### config.mk
export PLATFORM = sky130hd
export DESIGN_NAME = mux_rr_arb_flat
export DESIGN_NICKNAME = d
export VERILOG_FILES = /design/src/rtl/mux_rr_arb_pkg.sv /design/src/rtl/mux_rr_arb_if.sv /design/src/rtl/mux_rr_arb_rr_grant.sv /design/src/rtl/mux_rr_arb.sv /design/src/flat_wrapper.sv
export SDC_FILE = /design/constraint.sdc
export NUM_CORES = 1
export LEC_CHECK = 0
export BUFFER_PORTS_ARGS = -buffer_cell sky130_fd_sc_hd__buf_4
export CORE_MARGIN = 4
export CORE_UTILIZATION = 45
export DETAILED_ROUTE_END_ITERATION = 12
export PLACE_DENSITY = 0.79
export SLEW_MARGIN = 20
export SYNTH_ARGS = -nofsm -noshare
export SYNTH_HDL_FRONTEND = slang
export SYNTH_SLANG_ARGS = --single-unit
### constraint.sdc
create_clock -name clk -period 5.02 [get_ports clk]
set_input_delay 0.251 -clock clk [delete_from_list [all_inputs] [get_ports clk]]
set_output_delay 0.251 -clock clk [all_outputs]
set_load 0.005 [all_outputs]
### src/rtl/mux_rr_arb_pkg.sv
// Shared types and helpers for the round-robin select mux.
// Imported by the interface, the grant picker and the top level.
package mux_arb_pkg;

  typedef enum logic {
    ARB_FIXED = 1'b0,
    ARB_RR    = 1'b1
  } arb_mode_e;

  localparam int DEF_WIDTH    = 16;
  localparam int DEF_CHANNELS = 8;

  // Index width for n channels; never narrower than one bit.
  function automatic int sel_width(input int n);
    return (n < 2) ? 1 : $clog2(n);
  endfunction

  function automatic arb_mode_e to_mode(input int rr);
    return (rr != 0) ? ARB_RR : ARB_FIXED;
  endfunction

endpackage

### src/rtl/mux_rr_arb_if.sv
// Producer/consumer bundle of the arbitrated mux.
// slave = arbiter side, master = environment side.
interface mux_rr_arb_if
  import mux_arb_pkg::*;
#(
  parameter int WIDTH    = DEF_WIDTH,
  parameter int CHANNELS = DEF_CHANNELS
);

  localparam int SELW = sel_width(CHANNELS);

  logic [CHANNELS-1:0]            in_valid;
  logic [CHANNELS-1:0][WIDTH-1:0] in_data;
  logic [CHANNELS-1:0]            in_ready;
  logic                           out_valid;
  logic [WIDTH-1:0]               out_data;
  logic [SELW-1:0]                out_sel;
  logic                           out_ready;

  modport slave (
    input  in_valid,
    input  in_data,
    input  out_ready,
    output in_ready,
    output out_valid,
    output out_data,
    output out_sel
  );

  modport master (
    output in_valid,
    output in_data,
    output out_ready,
    input  in_ready,
    input  out_valid,
    input  out_data,
    input  out_sel
  );

endinterface

### src/rtl/mux_rr_arb_rr_grant.sv
// Rotating-priority picker: first requester at or after ptr wins.
// Fixed priority is obtained by tying ptr to zero.
module rr_grant
  import mux_arb_pkg::*;
#(
  parameter int CHANNELS = DEF_CHANNELS,
  parameter int SELW     = sel_width(CHANNELS)
) (
  input  logic [CHANNELS-1:0] i_req,
  input  logic [SELW-1:0]     i_ptr,
  input  logic                i_en,
  output logic [CHANNELS-1:0] o_grant,
  output logic [SELW-1:0]     o_idx,
  output logic                o_any
);

  int w_j;

  // Scan ptr..CHANNELS-1 then 0..ptr-1, keep first hit.
  always_comb begin
    o_grant = '0;
    o_idx   = '0;
    o_any   = 1'b0;
    w_j     = 0;
    for (int off = 0; off < CHANNELS; off++) begin
      w_j = int'(i_ptr) + off;
      if (w_j >= CHANNELS) w_j = w_j - CHANNELS;
      if (!o_any && i_req[w_j]) begin
        o_any = 1'b1;
        o_idx = SELW'(w_j);
      end
    end
    if (i_en && o_any) o_grant[o_idx] = 1'b1;
  end

endmodule

### src/rtl/mux_rr_arb.sv
// N-channel arbitrated select mux with a one-entry
// registered output stage (valid/ready both sides).
module mux_rr_arb
  import mux_arb_pkg::*;
#(
  parameter int WIDTH    = DEF_WIDTH,
  parameter int CHANNELS = DEF_CHANNELS,
  parameter int RR_MODE  = 1
) (
  input  logic         clk,
  input  logic         rst,
  mux_rr_arb_if.slave  bus
);

  localparam int        SELW = sel_width(CHANNELS);
  localparam arb_mode_e MODE = to_mode(RR_MODE);
  localparam logic [SELW-1:0] LAST = SELW'(CHANNELS - 1);

  logic [SELW-1:0]     r_ptr;
  logic                r_valid;
  logic [WIDTH-1:0]    r_data;
  logic [SELW-1:0]     r_sel;

  logic                w_load;
  logic                w_en;
  logic                w_any;
  logic                w_xfer;
  logic [CHANNELS-1:0] w_grant;
  logic [SELW-1:0]     w_idx;
  logic [SELW-1:0]     w_ptr;
  logic [SELW-1:0]     w_ptr_nxt;

  // Output slot is free, or is being emptied this cycle.
  assign w_load = !r_valid || bus.out_ready;
  assign w_en   = w_load && !rst;

  assign w_ptr = (MODE == ARB_RR) ? r_ptr : '0;

  rr_grant #(
    .CHANNELS (CHANNELS),
    .SELW     (SELW)
  ) u_grant (
    .i_req   (bus.in_valid),
    .i_ptr   (w_ptr),
    .i_en    (w_en),
    .o_grant (w_grant),
    .o_idx   (w_idx),
    .o_any   (w_any)
  );

  assign w_xfer = w_en && w_any;

  // Explicit wrap so non power-of-2 counts never reach unused codes.
  assign w_ptr_nxt = (w_idx == LAST) ? '0 : w_idx + 1'b1;

  assign bus.in_ready  = w_grant;
  assign bus.out_valid = r_valid;
  assign bus.out_data  = r_data;
  assign bus.out_sel   = r_sel;

  // Output register and rotation pointer.
  always_ff @(posedge clk) begin
    if (rst) begin
      r_valid <= 1'b0;
      r_data  <= '0;
      r_sel   <= '0;
      r_ptr   <= '0;
    end else if (w_xfer) begin
      r_valid <= 1'b1;
      r_data  <= bus.in_data[w_idx];
      r_sel   <= w_idx;
      if (MODE == ARB_RR) r_ptr <= w_ptr_nxt;
    end else if (bus.out_ready) begin
      r_valid <= 1'b0;
    end
  end

endmodule

### src/flat_wrapper.sv
// flat-port wrapper written by rule: the top's interface ports become plain ports
module mux_rr_arb_flat import mux_arb_pkg::*;
#(
  parameter int WIDTH    = DEF_WIDTH,
  parameter int CHANNELS = DEF_CHANNELS,
  parameter int RR_MODE  = 1
)
  (clk, rst, bus_in_valid, bus_in_data, bus_out_ready, bus_in_ready, bus_out_valid, bus_out_data, bus_out_sel);
  mux_rr_arb_if #(.WIDTH(WIDTH), .CHANNELS(CHANNELS)) bus_i ();
  input  logic clk;
  input  logic rst;
  input wire logic [$bits(bus_i.in_valid)-1:0] bus_in_valid;
  input wire logic [$bits(bus_i.in_data)-1:0] bus_in_data;
  input wire logic [$bits(bus_i.out_ready)-1:0] bus_out_ready;
  output wire logic [$bits(bus_i.in_ready)-1:0] bus_in_ready;
  output wire logic [$bits(bus_i.out_valid)-1:0] bus_out_valid;
  output wire logic [$bits(bus_i.out_data)-1:0] bus_out_data;
  output wire logic [$bits(bus_i.out_sel)-1:0] bus_out_sel;
  assign bus_i.in_valid = bus_in_valid;
  assign bus_i.in_data = bus_in_data;
  assign bus_i.out_ready = bus_out_ready;
  assign bus_in_ready = bus_i.in_ready;
  assign bus_out_valid = bus_i.out_valid;
  assign bus_out_data = bus_i.out_data;
  assign bus_out_sel = bus_i.out_sel;
  mux_rr_arb #(.WIDTH(WIDTH), .CHANNELS(CHANNELS), .RR_MODE(RR_MODE)) u_core (.clk(clk), .rst(rst), .bus(bus_i));
endmodule
==> impl_metrics.json <==
{
  "firstDrtPassIters": 6,
  "pre_cts_slack_ns": 1.20,
  "fmax_mhz": 242,
  "clockRootBuffer": "clkbuf_8",
  "cp-start-kind": "register",
  "power_switching_mw": 1.30,
  "die_area_um2": 7760,
  "rows": 28,
  "maxCapViolations": 0,
  "antenna_cells": 0,
  "setup_ws_ns": 0.881,
  "required_ns": 4.77,
  "min_period_over_period_pct": 82.5,
  "dieHeight_um": 88.1,
  "place_congestion": 0.916,
  "core_um2": 6060,
  "postSynthCellCount": 295,
  "async_flop_share_pct": 0,
  "cts_hold_buf": 0,
  "clk_path_buf_depth": 2,
  "cp-end-kind": "primary output",
  "initial_core_util_pct": 47.6,
  "cp_data_arrival_time_ns": 3.89,
  "cts_tree": "yes",
  "grt_pass1_vias": 3213,
  "wl_per_cell_um": 19.4,
  "drtIter0Drc": 126,
  "grt_overflow": 0,
  "avgSynthCellArea_um2": 9.79,
  "postCtsSetupRepairBufs": 0,
  "p_comb_share_pct": 84.3,
  "vias": 3103,
  "cts_resized": 0,
  "yosysMostFrequentCell": "mux2i_1",
  "synthesis.nets": 436,
  "grt_usage_pct": 25.8,
  "critPathKind": "reg -> out",
  "io_buffers": 166,
  "tns_ns": 0,
  "drv_slew": 0,
  "nNetsFinal": 590,
  "synthesis.area_um2": 2890,
  "via_per_inst": 5.93,
  "finClkSkew_ns": 0.000966,
  "status": "completed",
  "clock_power_share_pct": 4.4,
  "hpwl_um": 8370,
  "hold_viol": 0,
  "ys_ff_latch": 23,
  "grt_start_max_net_pins": 39,
  "dp.cells": 519,
  "area_delta_synth_final_pct": 45.5,
  "clk_pin_slew_worst_paths_ns": 0.09,
  "crit_fanout": 18,
  "peakVddDrop_mv": 0.833,
  "hold-worst-slack_ns": 0.200,
  "die-width_um": 88.1,
  "period_minus_slack_ns": 4.14,
  "yosysWarnings": 0,
  "ant_nets": 0,
  "layout-drive-gt1-share_pct": 51.6,
  "ys_seq_area_share_pct": 15.9,
  "synth_edf_count": 0,
  "numCtsBuffers": 3,
  "grt_pass1_wl_um": 15800,
  "clock_latency_ns": 0.27,
  "utilization_pct": 69.3,
  "hp-class": "in -> reg",
  "synthDistinctLibCells": 48,
  "synthTopCellsByCount": "70 x mux2i_1, 23 x dfxtp_1, 21 x mux2_2",
  "intPower_mw": 1.45,
  "boundaryPins": 167,
  "synth_top_cell_area_share_pct": 24.3,
  "htreeDepth": 1,
  "swShare_pct": 47.3,
  "finalSetupViolations": 0,
  "remaining_drc_errors": 0,
  "worstMarginPinSlew_ns": 0.788,
  "yosys.area.top_type": "mux2i_1",
  "antenna_found_initial": 0,
  "p_leak_nw": 1.95,
  "power_per_cell_area_nw_per_um2": 654,
  "ys.flop_type": "dfxtp_1",
  "synth.area.top_cells": "mux2i_1 24%, dfxtp_1 16%, mux4_2 8.6%",
  "rsz0062_at_grt": "false",
  "pwr-share-seq_pct": 11.3,
  "drt_wl_total_um": 10200,
  "layoutNonFillerInstCount": 523,
  "slew_headroom_pct": 47.4,
  "clock_sinks": 23
}
per-stage QoR:
stage | total power [mW] | cell area (µm²)
after floorplan | 2.11 | 2890
after global placement | 2.58 | 4150
after detailed placement | 2.61 | 4150
after CTS | 2.74 | 4200
after global routing | 2.94 | 4200
final | 2.75 | 4200
layout make-up:
type                            count  area (µm²)
Sequential cell                    23         460
Fill cell                         469        1860
Tap cell                           75        93.8
Inverter                            6        22.5
Clock inverter                      1        7.51
Clock buffer                        3        41.3
Timing Repair Buffer              176        1330
Multi-Input combinational cell    239        2240
path summary, 6_finish.rpt:
check,from,end,slack (ns),cells past startpoint
worst max-delay path,u_core.r_ptr[1],bus_in_ready[2],0.88,11
worst min-delay path,rst,u_core.bus.out_valid,0.20,2
worst max register to register,u_core.r_ptr[1],u_core.bus.out_data[7],1.11,11
worst min register to register,u_core.bus.out_sel[2],u_core.bus.out_sel[2],0.46,1
power by group through the flow:
| stage | clock network [mW] | logic (mW) | registers [mW] |
|---|---|---|---|
| 2_1_floorplan | 0 | 1.82 | 0.296 |
| 3_3_place_gp | 0 | 2.27 | 0.310 |
| 3_5_place_dp | 0 | 2.30 | 0.311 |
| 5_1_grt | 0.130 | 2.49 | 0.318 |
| 6_report | 0.120 | 2.32 | 0.311 |
| 4_1_cts | 0.122 | 2.31 | 0.310 |
critical path, stage by stage (launching register included):
cell and delay, ns:
dfxtp_1 0.33, inv_1 0.10, ha_1 0.55, mux2_2 0.39
a221oi_2 0.37, a221o_1 0.24, a311oi_1 0.09, o32ai_1 0.44
o22ai_2 0.17, nand3b_2 0.51, nor2_1 0.27, buf_4 0.15
registers in the layout, summed over array words and instances, names as in the netlist:
signal	flops
u_core.bus.out_data	16
u_core.bus.out_sel	3
u_core.r_ptr	3
u_core.bus.out_valid	1
layer usage:
layer	share of wire [%]	wire, µm	track usage, %
met1	40	4070	32.9
met3	6.8	687	4.99
met4	3.2	327	8.93
met5	0	0	0
met2	50	5070	43.4
cells in the final DEF, fill, tap and decap left out, drive strengths merged, types with 2 or more instances in the layout:
master  count
nor2b       5
xnor2       4
nor3b       2
buf       176
a221o       9
o221ai     10
inv         6
o21ai       5
mux4       11
dfxtp      23
ha          2
nand2b      7
a21oi       9
and3        2
and2        6
nor2       11
mux2i      70
nand2      13
nand3       3
a221oi     11
a31oi       3
o22ai      11
o211ai      2
a21o        4
mux2       24
a311oi      2
clkbuf      3
nor3        4
cells by family after synthesis:
kind of cell    count (synthesis)  synth area share [%]
compound gates                 73                  22.1
xor+xnor                        4                  1.21
fa+ha+maj                       2                 0.866
buf+inv                        33                  7.32
flops                          23                  15.9
mux                           105                  42.3
simple gates                   55                  10.2
Note: power is estimated with default switching activity, not from simulation.
